[config.mk]
export PLATFORM = sky130hd
export DESIGN_NAME = uart_tx_io
export DESIGN_NICKNAME = d
export VERILOG_FILES = /design/src/rtl/uart_tx_io_pkg.sv /design/src/rtl/uart_fifo.sv /design/src/rtl/uart_tx_io.sv
export SDC_FILE = /design/constraint.sdc
export NUM_CORES = 1
export LEC_CHECK = 0
export CAP_MARGIN = 15
export CORE_AREA = 2 2 108 110
export CTS_CLUSTER_SIZE = 14
export DETAILED_ROUTE_END_ITERATION = 16
export DIE_AREA = 0 0 110 112
export GPL_TIMING_DRIVEN = 1
export PLACE_DENSITY = 0.77
export SETUP_SLACK_MARGIN = 0.5
export SLEW_MARGIN = 20
export SYNTH_ARGS = -nofsm -noshare
export SYNTH_HDL_FRONTEND = slang
export SYNTH_HIERARCHICAL = 1
export SYNTH_SLANG_ARGS = --single-unit
[constraint.sdc]
create_clock -name clk -period 3.1 [get_ports clk]
set_input_delay 0.62 -clock clk [delete_from_list [all_inputs] [get_ports clk]]
set_output_delay 0.62 -clock clk [all_outputs]
set_load 0.02 [all_outputs]
[src/rtl/uart_tx_io_pkg.sv]
// rtl/uart_tx_io_pkg.sv - shared UART decode constants, status bit positions and TX state encoding
package uart_tx_io_pkg;

  localparam int SEL_BIT  = 3;
  localparam int CTRL_BIT = 31;

  localparam int ST_OVF  = 10;
  localparam int ST_BUSY = 9;
  localparam int ST_FULL = 8;

  typedef enum logic [1:0] {
    IDLE  = 2'd0,
    START = 2'd1,
    DATA  = 2'd2,
    STOP  = 2'd3
  } tx_state_t;

  function automatic int clocks_per_bit(input int clk_freq_hz, input int baud);
    return clk_freq_hz / baud;
  endfunction

endpackage

[src/rtl/uart_fifo.sv]
// rtl/uart_fifo.sv - synchronous FIFO with first-word-fall-through read data
module uart_fifo #(
  parameter int WIDTH = 8,
  parameter int DEPTH = 8
) (
  input  logic                   clk,
  input  logic                   resetn,
  input  logic                   push,
  input  logic                   pop,
  input  logic [WIDTH-1:0]       din,
  output logic [WIDTH-1:0]       dout,
  output logic [$clog2(DEPTH):0] count,
  output logic                   full,
  output logic                   empty
);

  localparam int AW = $clog2(DEPTH);

  logic [WIDTH-1:0] mem [DEPTH];
  logic [AW-1:0]    wr_ptr;
  logic [AW-1:0]    rd_ptr;
  logic             push_ok;
  logic             pop_ok;

  assign empty   = (count == '0);
  assign full    = (count == (AW+1)'(DEPTH));
  assign pop_ok  = pop & ~empty;
  // A full FIFO still takes a push when the head leaves in the same cycle.
  assign push_ok = push & (~full | pop_ok);
  assign dout    = mem[rd_ptr];

  always_ff @(posedge clk) begin
    if (push_ok) begin
      mem[wr_ptr] <= din;
    end
  end

  always_ff @(posedge clk) begin
    if (!resetn) begin
      wr_ptr <= '0;
      rd_ptr <= '0;
      count  <= '0;
    end else begin
      if (push_ok) begin
        wr_ptr <= wr_ptr + 1'b1;
      end
      if (pop_ok) begin
        rd_ptr <= rd_ptr + 1'b1;
      end
      case ({push_ok, pop_ok})
        2'b10:   count <= count + 1'b1;
        2'b01:   count <= count - 1'b1;
        default: count <= count;
      endcase
    end
  end

endmodule

[src/rtl/uart_tx_io.sv]
// rtl/uart_tx_io.sv - memory-mapped 8N1 UART transmitter; UART_TX_ECHO_EN echoes accepted bytes to the sim console
module uart_tx_io
  import uart_tx_io_pkg::*;
#(
  parameter int CLK_FREQ_HZ = 27000000,
  parameter int BAUD        = 115200,
  parameter int FIFO_DEPTH  = 8
) (
  input  logic        clk,
  input  logic        resetn,
  input  logic [31:0] io_addr,
  input  logic [31:0] io_wdata,
  input  logic        io_wr,
  output logic [31:0] io_rdata,
  output logic        tx,
  output logic        busy
);

  localparam int DIV = clocks_per_bit(CLK_FREQ_HZ, BAUD);
  localparam int BW  = (DIV > 1) ? $clog2(DIV) : 1;
  localparam int CW  = $clog2(FIFO_DEPTH) + 1;
  localparam logic [BW-1:0] DIV_M1 = BW'(DIV - 1);

  logic          sel;
  logic          wr_data;
  logic          wr_ctrl;
  logic          pop;
  logic          full;
  logic          empty;
  logic [7:0]    dout;
  logic [CW-1:0] count;
  logic          ovf;
  logic          bit_end;
  tx_state_t     state;
  logic [BW-1:0] baud;
  logic [2:0]    bitn;
  logic [7:0]    shreg;
  logic          unused_bits;

  assign sel     = io_addr[SEL_BIT];
  assign wr_data = io_wr & sel & ~io_wdata[CTRL_BIT];
  assign wr_ctrl = io_wr & sel & io_wdata[CTRL_BIT];
  assign bit_end = (baud == '0);
  // Pop from IDLE, or at the very end of a stop bit so the next start bit is contiguous.
  assign pop     = ~empty & ((state == IDLE) | ((state == STOP) & bit_end));
  assign busy    = (state != IDLE) | (count != '0);
  assign unused_bits = ^{io_addr[31:SEL_BIT+1], io_addr[SEL_BIT-1:0], io_wdata[CTRL_BIT-1:8]};

  uart_fifo #(
    .WIDTH (8),
    .DEPTH (FIFO_DEPTH)
  ) u_fifo (
    .clk    (clk),
    .resetn (resetn),
    .push   (wr_data),
    .pop    (pop),
    .din    (io_wdata[7:0]),
    .dout   (dout),
    .count  (count),
    .full   (full),
    .empty  (empty)
  );

  always_comb begin
    io_rdata = '0;
    if (sel) begin
      io_rdata[ST_OVF]  = ovf;
      io_rdata[ST_BUSY] = busy;
      io_rdata[ST_FULL] = full;
      io_rdata[7:0]     = 8'(count);
    end
  end

  always_ff @(posedge clk) begin
    if (!resetn) begin
      ovf <= 1'b0;
    end else if (wr_ctrl) begin
      ovf <= 1'b0;
    end else if (wr_data & full & ~pop) begin
      ovf <= 1'b1;
    end
  end

  always_ff @(posedge clk) begin
    if (!resetn) begin
      state <= IDLE;
      tx    <= 1'b1;
      baud  <= '0;
      bitn  <= '0;
      shreg <= '0;
    end else begin
      case (state)
        IDLE: begin
          if (!empty) begin
            shreg <= dout;
            baud  <= DIV_M1;
            tx    <= 1'b0;
            state <= START;
          end
        end
        START: begin
          if (bit_end) begin
            baud  <= DIV_M1;
            bitn  <= '0;
            tx    <= shreg[0];
            state <= DATA;
          end else begin
            baud <= baud - 1'b1;
          end
        end
        DATA: begin
          if (bit_end) begin
            baud  <= DIV_M1;
            shreg <= {1'b0, shreg[7:1]};
            if (bitn == 3'd7) begin
              tx    <= 1'b1;
              state <= STOP;
            end else begin
              bitn <= bitn + 1'b1;
              tx   <= shreg[1];
            end
          end else begin
            baud <= baud - 1'b1;
          end
        end
        STOP: begin
          if (bit_end) begin
            if (!empty) begin
              shreg <= dout;
              baud  <= DIV_M1;
              tx    <= 1'b0;
              state <= START;
            end else begin
              state <= IDLE;
            end
          end else begin
            baud <= baud - 1'b1;
          end
        end
        default: begin
          tx    <= 1'b1;
          state <= IDLE;
        end
      endcase
    end
  end

`ifdef UART_TX_ECHO_EN
  logic push_ok;
  assign push_ok = wr_data & (~full | pop);

  always_ff @(posedge clk) begin
    if (resetn && push_ok) begin
      $write("%c", io_wdata[7:0]);
    end
  end
`endif

endmodule

# After elaboration in Yosys (flattened, before gate mapping)
# Memories as Yosys holds them, arrays and structs flattened. A register that Yosys moved wholly into a read port is not among the register bits.
# Index checks and enable logic that the tools add are counted.
[op_classes]
n_addsub = 6
n_eq_ne = 13
mux = 31
bitwise = 17
reduce_logical = 14
[op_table]
columns = ["cell", "count"]
rows = [
  ["two-way mux 8 bit", 6],
  ["case mux 8 bit (3 select lines)", 2],
  ["two-way mux 3 bit", 5],
  ["inequality test 2 bit (second input constant)", 6],
  ["two-way mux 11 bit", 1],
  ["two-way mux 2 bit", 5],
  ["adder 3 x 1 -> 3 bit (second input constant)", 3],
  ["bitwise AND 1 bit", 9],
  ["zero test 8 bit", 1],
  ["two-way mux 1 bit", 8],
  ["case mux 2 bit (4 select lines)", 1],
  ["case mux 4 bit (2 select lines)", 1],
  ["subtractor 8 x 1 -> 8 bit (second input constant)", 1],
  ["equality test 2 bit (second input constant)", 3],
  ["case mux 3 bit (2 select lines)", 1],
  ["AND reduction 3 bit", 2],
  ["nonzero test 2 bit", 3],
  ["inverter 1 bit", 5],
  ["AND reduction 5 bit", 1],
  ["adder 4 x 1 -> 4 bit (second input constant)", 1],
  ["equality test 2 x 1 -> 1 bit (second input constant)", 2],
  ["equality test 4 bit (second input constant)", 1],
  ["zero test 4 bit", 1],
  ["case mux 1 bit (4 select lines)", 1],
  ["8 further kinds", 11],
]
[word_totals]
reg_bits = 33
ram_bits = 64
in_bits = 67
out_inout_bits = 34
wordCells = 91
memories = 1
[mem_list]
columns = ["name", "words", "width", "rd", "rd_clocked_by_memory_dff", "write_ports", "line", "rtl"]
rows = [
  ["u_fifo.mem", 8, 8, 1, 1, 1, "uart_fifo.sv:19", "logic [WIDTH-1:0] mem [DEPTH];"],
]

# Longest topological paths before layout
# Gate-level depths: netlist of the first run.
[logic_depth]
word_depth = 9
ltp_mapped = 14
depth_no_buf = 13

# Modules after synthesis
# Netlist of the first run, hierarchy kept.
[modules_own_cells]
columns = ["mod", "n_inst", "cells_each", "area_per_inst_um2", "seq_area_each_um2"]
rows = [
  ["uart_fifo", 1, 181, 3206.8, 2182.1],
  ["uart_tx_io", 1, 214, 1730.4, 460.4],
]

# Worst setup path before layout of the first run
# OpenSTA, ideal clock, no wires.
[synth_path]
path_kind = "register to register"
startpoint = "reg baud[1]"
endpoint = "mem u_fifo.mem[0][0] (enable)"
setup_time_ps = 383
t_arrival_ps = 2528
t_required_ps = 2717
path_slack_ps = 188
path_stages_with_launch = 11
path_buffers = 1
period_less_slack_ps = 2912
path_cell_list = "dfxtp_1 > inv_1 > ha_1 > nor4b_4 > a31oi_1 > nor2_1 > buf_2 > nand2b_1 > o21ai_2 > or2_2 > nor3_1"
[synth_between]
elab_chain_cells = 9
[synth_lines]
columns = ["item", "line", "rtl"]
rows = [
  ["from (decl)", "uart_tx_io.sv:35", "logic [BW-1:0] baud;"],
  ["from (signal assigned)", "uart_tx_io.sv:108", "baud <= baud - 1'b1;"],
  ["from (signal assigned)", "uart_tx_io.sv:123", "baud <= baud - 1'b1;"],
  ["from (signal assigned)", "uart_tx_io.sv:137", "baud <= baud - 1'b1;"],
  ["zero test 8 bit", "uart_tx_io.sv:43", "assign bit_end = (baud == '0);"],
  ["bitwise AND 1 bit", "uart_tx_io.sv:45", "assign pop = ~empty & ((state == IDLE) | ((state == STOP) & bit_end));"],
  ["OR 1 bit", "uart_tx_io.sv:45", ""],
  ["bitwise AND 1 bit", "uart_tx_io.sv:45", ""],
  ["via pop", "uart_tx_io.sv:27", "logic pop;"],
  ["bitwise AND 1 bit", "uart_fifo.sv:27", "assign pop_ok = pop & ~empty;"],
  ["OR 1 bit", "uart_fifo.sv:29", "assign push_ok = push & (~full | pop_ok);"],
  ["bitwise AND 1 bit", "uart_fifo.sv:29", ""],
  ["two-way mux 1 bit", "uart_fifo.sv:33", "if (push_ok) begin"],
  ["two-way mux 1 bit (not written as such)", "uart_fifo.sv:34", "mem[wr_ptr] <= din;"],
  ["to (decl)", "uart_fifo.sv:19", ""],
]
# The timed path passes the listed nets, and every way through them passes these cells.

# Worst setup path in the final report of the first run
[layout_path]
startpoint = "reg baud[1]"
endpoint = "reg u_fifo.count[3]"
[layout_between]
elab_chain_cells = 9
word_cells_on_any_way = 11
classes_between = "2 x eq/ne; 1 x mux; 6 x bitwise; 2 x reduce/logical"
[layout_lines]
columns = ["item", "line", "rtl"]
rows = [
  ["zero test 8 bit *", "uart_tx_io.sv:43", ""],
  ["bitwise AND 1 bit *", "uart_tx_io.sv:45", ""],
  ["OR 1 bit *", "uart_tx_io.sv:45", ""],
  ["bitwise AND 1 bit *", "uart_tx_io.sv:45", ""],
  ["via pop", "uart_tx_io.sv:27", ""],
  ["bitwise AND 1 bit *", "uart_fifo.sv:27", ""],
  ["OR 1 bit", "uart_fifo.sv:29", ""],
  ["bitwise AND 1 bit", "uart_fifo.sv:29", ""],
  ["equality test 2 x 1 -> 1 bit or equality test 2 bit (tied branches)", "uart_fifo.sv:50", "case ({push_ok, pop_ok})"],
  ["case mux 4 bit (2 select lines) or nonzero test 2 bit (tied branches)", "-", ""],
  ["to (signal assigned)", "uart_fifo.sv:51", "2'b10: count <= count + 1'b1;"],
  ["to (signal assigned)", "uart_fifo.sv:52", "2'b01: count <= count - 1'b1;"],
  ["to (signal assigned)", "uart_fifo.sv:53", "default: count <= count;"],
  ["to (decl)", "uart_fifo.sv:12", "output logic [$clog2(DEPTH):0] count,"],
]
# The timed path passes the listed nets; every way through them passes the cells marked *.
# A chain may end at the register's enable or synchronous reset.

==> results.cfg, run 1 <==
[yosys]
synth.cells.most_frequent = 64 x edfxtp_1, 36 x dfxtp_1, 32 x nor2_1
ys_types = 60
synthArstFlopShare_pct = 0
synthTopCellsByArea = edfxtp_1 39%, dfxtp_1 15%, mux4_1 5.3%
ys_warn_count = 6
netlist_area_mm2 = 0.00494
yosysTopAreaCellShare_pct = 38.9
synth_edf_count = 64
seq_area_frac_synth_pct = 53.5
synthFlopType = edfxtp_1
netlist_instances = 395
synth_area_per_cell_um2 = 12.5
synth_top_area_cell = edfxtp_1
yosysMostFrequentCell = edfxtp_1
synth-seq-cells = 100

[setup_path]
path_max_fanout = 3
r2r_cells = 13
cp-end-kind = flop
crit_required_ns = 3.38
critPathLaunchType = flop
crit_type = reg -> reg
crit_arrival_ns = 2.79

[grt]
grt_max_degree = 21
grt_use_total_pct = 15.4
met2_usage_pct = 27.2
grt_first_pass_wirelength_um = 14600
grt_pass1_vias = 2991
globalRouteMet1Util_pct = 18.8
grt_overflow = 0
antenna_found_initial = 0
grt_util_met3_pct = 2.58
top_usage_layer = met2

[clock_tree]
numCtsBuffers = 9
clock_path_buffers = 2
cts_hold_buf = 0
cts_tree = built
h-tree-depth = 3
clk_pin_slew_worst_paths_ns = 0.08
clock_latency_ns = 0.34
root_buffer = clkbuf_16
clock_sinks = 100

[routing]
drt_wl_total_um = 9160
drt-pass1-iter-count = 4
ant_nets = 0
vias = 3155
drc = 0
wire_per_inst_um = 15.9
drt_first_iter_violations = 150
avgViaCountPerCell = 5.49

[floorplan]
die_h_um = 112
initial_core_util_pct = 44.2
die_area_mm2 = 0.0123
ios = 101
die_w_um = 110
num_rows = 39
core_area_mm2 = 0.0112

[run]
maxCapViolCount = 0

[final_layout]
areaGrowthSynthToFinish_pct = 13.6
drive_above_1_share_pct = 18.1
n_antenna_cell = 0
finalNetCount = 508
fill_cells = 914

[sta]
fin_skew_ns = 0.00962
rsz0062_at_grt = yes
finalHoldViolCount = 0
fin_crit_sh_pct = 80.9
finalSetupTns_ns = 0
setup_violations = 0
slew_violations = 0
min_period_ns = 2.51
slew_headroom_pct = 46.8
fmax_mhz = 399
worst_pin_slew_ns = 0.792

[place]
routabilityCongestion = 0.854
io_buffers = 21
place_hpwl_um = 6190

[run_status]
status = finished, final reports clean

[pwr]
p_leak_nw = 2.06
irDropWorstVdd_uv = 408
finalPower_mw = 4.23
p_per_area_mw_per_mm2 = 755

[min_path]
hold_path.class = reg -> reg
hold_path_depth = 2
-- flip-flops by register name, summed over array words and instances, names as in the netlist, named ones only --
register,flops
baud,8
u_fifo/count,4
ovf,1
u_fifo/mem,64
tx,1
u_fifo/wr_ptr,3
state,2
u_fifo/rd_ptr,3
shreg,8
bitn,3
-- final timing paths --
path                                             from                            to  slack [ns]
worst max register to register     baud[1]$_SDFF_PN0_  u_fifo/count[3]$_SDFFE_PN0P_        0.59
worst min register to register  shreg[3]$_SDFFE_PN0P_         shreg[3]$_SDFFE_PN0P_        0.46
worst min-delay path            shreg[3]$_SDFFE_PN0P_         shreg[3]$_SDFFE_PN0P_        0.46
worst max-delay path               baud[1]$_SDFF_PN0_  u_fifo/count[3]$_SDFFE_PN0P_        0.59
-- final cells by class --
cell class | instances | area (um^2) | area share, %
Timing Repair Buffer | 41 | 360 | 6.43
Multi-Input combinational cell | 260 | 2070 | 37.0
Clock inverter | 7 | 71.3 | 1.27
Clock buffer | 9 | 225 | 4.02
Sequential cell | 100 | 2640 | 47.1
Tap cell | 143 | 179 | 3.19
Inverter | 15 | 56.3 | 1.00
-- cell usage in the layout (no fill, tap or decap), drive strengths merged, types with 8 or more instances in the layout --
cell type / Yosys / final
conb: 1 / 25
inv: 14 / 17
nand3: 11 / 11
buf: 36 / 20
and2: 10 / 10
ha: 13 / 13
dfxtp: 36 / 36
clkdlybuf4s50: 0 / 18
mux2: 15 / 15
edfxtp: 64 / 64
clkbuf: 8 / 9
nand2: 28 / 28
mux4: 16 / 16
a21oi: 9 / 9
o21ai: 10 / 10
nor2: 33 / 33
mux2i: 11 / 11
nor3: 8 / 8
-- metrics by stage --
step	hold slack (ns)	cells	utilization [%]	worst slack [ns]	area, um^2
6_report	0.460	575	50.2	0.591	5610
5_1_grt	0.485	575	50.2	0.430	5610
4_1_cts	0.463	574	50.0	0.502	5590
3_5_place_dp	0.455	556	47.1	0.265	5260
3_3_place_gp	0.435	556	47.1	0.328	5260
2_1_floorplan	0.417	419	-	0.450	5050
-- kinds of logic (layout without fill, tap and decap cells) --
kind of cell	after synthesis	after routing	share of synthesized area, %
mux	42	42	13.7
xor+xnor	6	6	1.06
other cells	1	25	0.0760
simple gates	115	115	11.8
flops	100	100	53.5
buf+inv	59	72	7.10
compound gates	58	58	9.02
fa+ha+maj	14	14	3.70
-- layer usage --
| metal | part of all wire [%] | wire [um] |
|---|---|---|
| met1 | 41 | 3790 |
| met2 | 53 | 4820 |
| met3 | 5.0 | 459 |
| met4 | 1.0 | 94 |
| met5 | 0 | 0 |
-- power by group --
| group | internal [mW] | switching (mW) |
|---|---|---|
| clock network | 0.567 | 0.518 |
| logic | 0.654 | 0.855 |
| registers | 1.53 | 0.112 |
-- worst max-delay path, stage by stage (launching register included) --
cell and delay (ns):
dfxtp_1 0.32, inv_1 0.09, ha_1 0.17, nor4b_4 0.26, a31oi_2 0.17, nor2_2 0.16, o21ai_2 0.08, or2_2 0.32
inv_2 0.09, ha_4 0.21, a21oi_2 0.15, nand2_1 0.10, o31a_1 0.24, nand4_1 0.09
-- timing repair --
action	CTS	global route
gates resized for setup	3	5
pin swaps	2	2
buffers inserted	2	1
endpoints found under the setup margin	3	39
(Power assumes the default switching activity.)
==> run 2: changes to the inputs <==
PLACE_DENSITY = 0.75   (was 0.77)
clock period = 2.5 ns   (was 3.1 ns; I/O delays follow)
==> run 2 against run 1 <==
Against the previous run:
- via count grew 3.7%
- count of clock-buffer cells in the layout is the same
- final area grew 11%
- clock power grew 28%
- power grew 33%
- global-route usage grew 1.4 points
- die area is the same
- clock skew grew 0.0026 ns
- first-iteration DRC count grew 23%
- combinational power grew 49%
- routed wire length grew 9.5%
==> results.cfg, run 2 (same netlist as run 1, synthesis figures left out) <==
[clock_tree]
clock_path_buffers = 2
numCtsBuffers = 9
clk_pin_slew_worst_paths_ns = 0.08
cts_tree = built
clock_sinks = 100
clock_latency_ns = 0.34
h-tree-depth = 3
cts_hold_buf = 0
root_buffer = clkbuf_16

[final_layout]
drive_above_1_share_pct = 32.8
finalNetCount = 554
regArea_mm2 = 0.00265
top_register = u_fifo/mem
fill_cells = 871
areaGrowthSynthToFinish_pct = 25.9
multi_input_area_mm2 = 0.00223
largest_reg_flops = 64
final_common_cell = edfxtp_1
fin_util_pct = 55.6
n_antenna_cell = 0
largest_registers = u_fifo/mem x64, baud x8, shreg x8
mostFrequentLayoutCells = 64 x edfxtp_1, 45 x buf_4, 32 x dfxtp_1, 27 x nand2_1, 25 x conb_1
stdcell_count = 621

[routing]
drt_first_iter_violations = 184
vias = 3271
drc = 0
wire_per_inst_um = 16.2
ant_nets = 0
avgViaCountPerCell = 5.27
drt-pass1-iter-count = 4
drt_wl_total_um = 10000

[sta]
worst_pin_slew_ns = 0.548
rsz0062_at_grt = yes
whs_ns = 0.452
min_period_ns = 2.44
fin_crit_sh_pct = 97.6
finalSetupTns_ns = 0
finalHoldViolCount = 0
setup_violations = 0
slew_headroom_pct = 63.3
fin_skew_ns = 0.0122
fmax_mhz = 410
slew_violations = 0

[grt]
antenna_found_initial = 0
grt_max_degree = 24
grt_first_pass_wirelength_um = 15900
grt_overflow = 0
grt_use_total_pct = 16.8
grt_pass1_vias = 3182

[floorplan]
core_area_mm2 = 0.0112
initial_core_util_pct = 44.2
die_area_mm2 = 0.0123
ios = 101
num_rows = 39
die_w_um = 110
die_h_um = 112

[place]
io_buffers = 21
routabilityCongestion = 0.868
dp_cells = 585
place_hpwl_um = 6440

[setup_path]
crit_required_ns = 2.79
path_max_fanout = 3
critPathLaunchType = flop
crit_arrival_ns = 2.73
crit_type = reg -> reg
timing.rr.start = baud[1]$_SDFF_PN0_
r2r_cells = 14
setup.worst_path.start = baud[1]$_SDFF_PN0_
crit-reg2reg-capture = u_fifo/count[3]$_SDFFE_PN0P_
r2r_slack_ns = 0.06
cp-end-kind = flop
endpoint = u_fifo/count[3]$_SDFFE_PN0P_

[pwr]
p_leak_nw = 2.33
p_per_area_mw_per_mm2 = 905
irDropWorstVdd_uv = 586
finalPower_mw = 5.63

[run_status]
status = finished, final reports clean

[min_path]
hold_path.class = reg -> reg

[run]
maxCapViolCount = 0
==> run 2: cell types whose count changed in the layout (fill, tap and decap cells not counted), moves of 5 or more <==
cell	delta
nor2_4	+6
buf_2	+6
buf_6	+17
clkdlybuf4s50_1	-5
nor2_1	-7
buf_4	+25
==> run 2: stage by stage <==
step                area [um^2]  setup WS [ns]
global route               6220        -0.0933
detailed placement         5600        -0.0258
floorplan                  5140         0.0587
global placement           5600         0.0353
CTS                        6110          0.110
finish                     6220         0.0595
==> run 2: worst min path at each step <==
stage                                start  cells past startpoint                to  slack, ns
final                     ovf$_SDFFE_PP0P_                      2  ovf$_SDFFE_PP0P_       0.45
after global routing      ovf$_SDFFE_PP0P_                      2  ovf$_SDFFE_PP0P_       0.48
after CTS                 ovf$_SDFFE_PP0P_                      2  ovf$_SDFFE_PP0P_       0.45
after detailed placement  ovf$_SDFFE_PP0P_                      2  ovf$_SDFFE_PP0P_       0.44
after global placement    ovf$_SDFFE_PP0P_                      2  ovf$_SDFFE_PP0P_       0.44
after floorplan           ovf$_SDFFE_PP0P_                      2  ovf$_SDFFE_PP0P_       0.42
==> run 2: where the power goes <==
group	internal, mW	switching [mW]
Clock	0.715	0.669
Sequential	1.90	0.0942
Combinational	1.03	1.22
Total	3.65	1.98
==> run 2: what timing repair did <==
item / 4_1_cts / 5_1_grt
pin swaps: 12 / 10
endpoints found under the setup margin: 82 / 79
buffers inserted: 14 / 6
resized for setup: 62 / 19
==> run 2: cell type report <==
cell class | instances | area share, %
clock inverters | 7 | 1.31
clock buffers | 9 | 3.62
repair buffers | 87 | 12.7
inverters | 15 | 0.946
flip-flops and latches | 100 | 42.6
multi-input cells | 260 | 36.0
well taps | 143 | 2.88
==> run 2: per-layer routing <==
metal,vias to the layer above,track usage (%),part of all wire (%)
li1,1578,-,-
met5,-,0,0
met2,85,27.8,51
met4,0,5.15,1.2
met3,10,3.22,4.4
met1,1598,22.3,43
==> run 2: worst max-delay path, stage by stage, from the launching register on <==
cell and delay, ns:
dfxtp_2 0.33, inv_2 0.07, ha_4 0.13, nor4b_4 0.26, a31oi_2 0.14, nor2_1 0.13
buf_4 0.14, o21ai_4 0.05, or2_4 0.25, inv_4 0.07, ha_4 0.21, a21oi_4 0.15
nand2_2 0.09, o31a_1 0.25, nand4_1 0.10
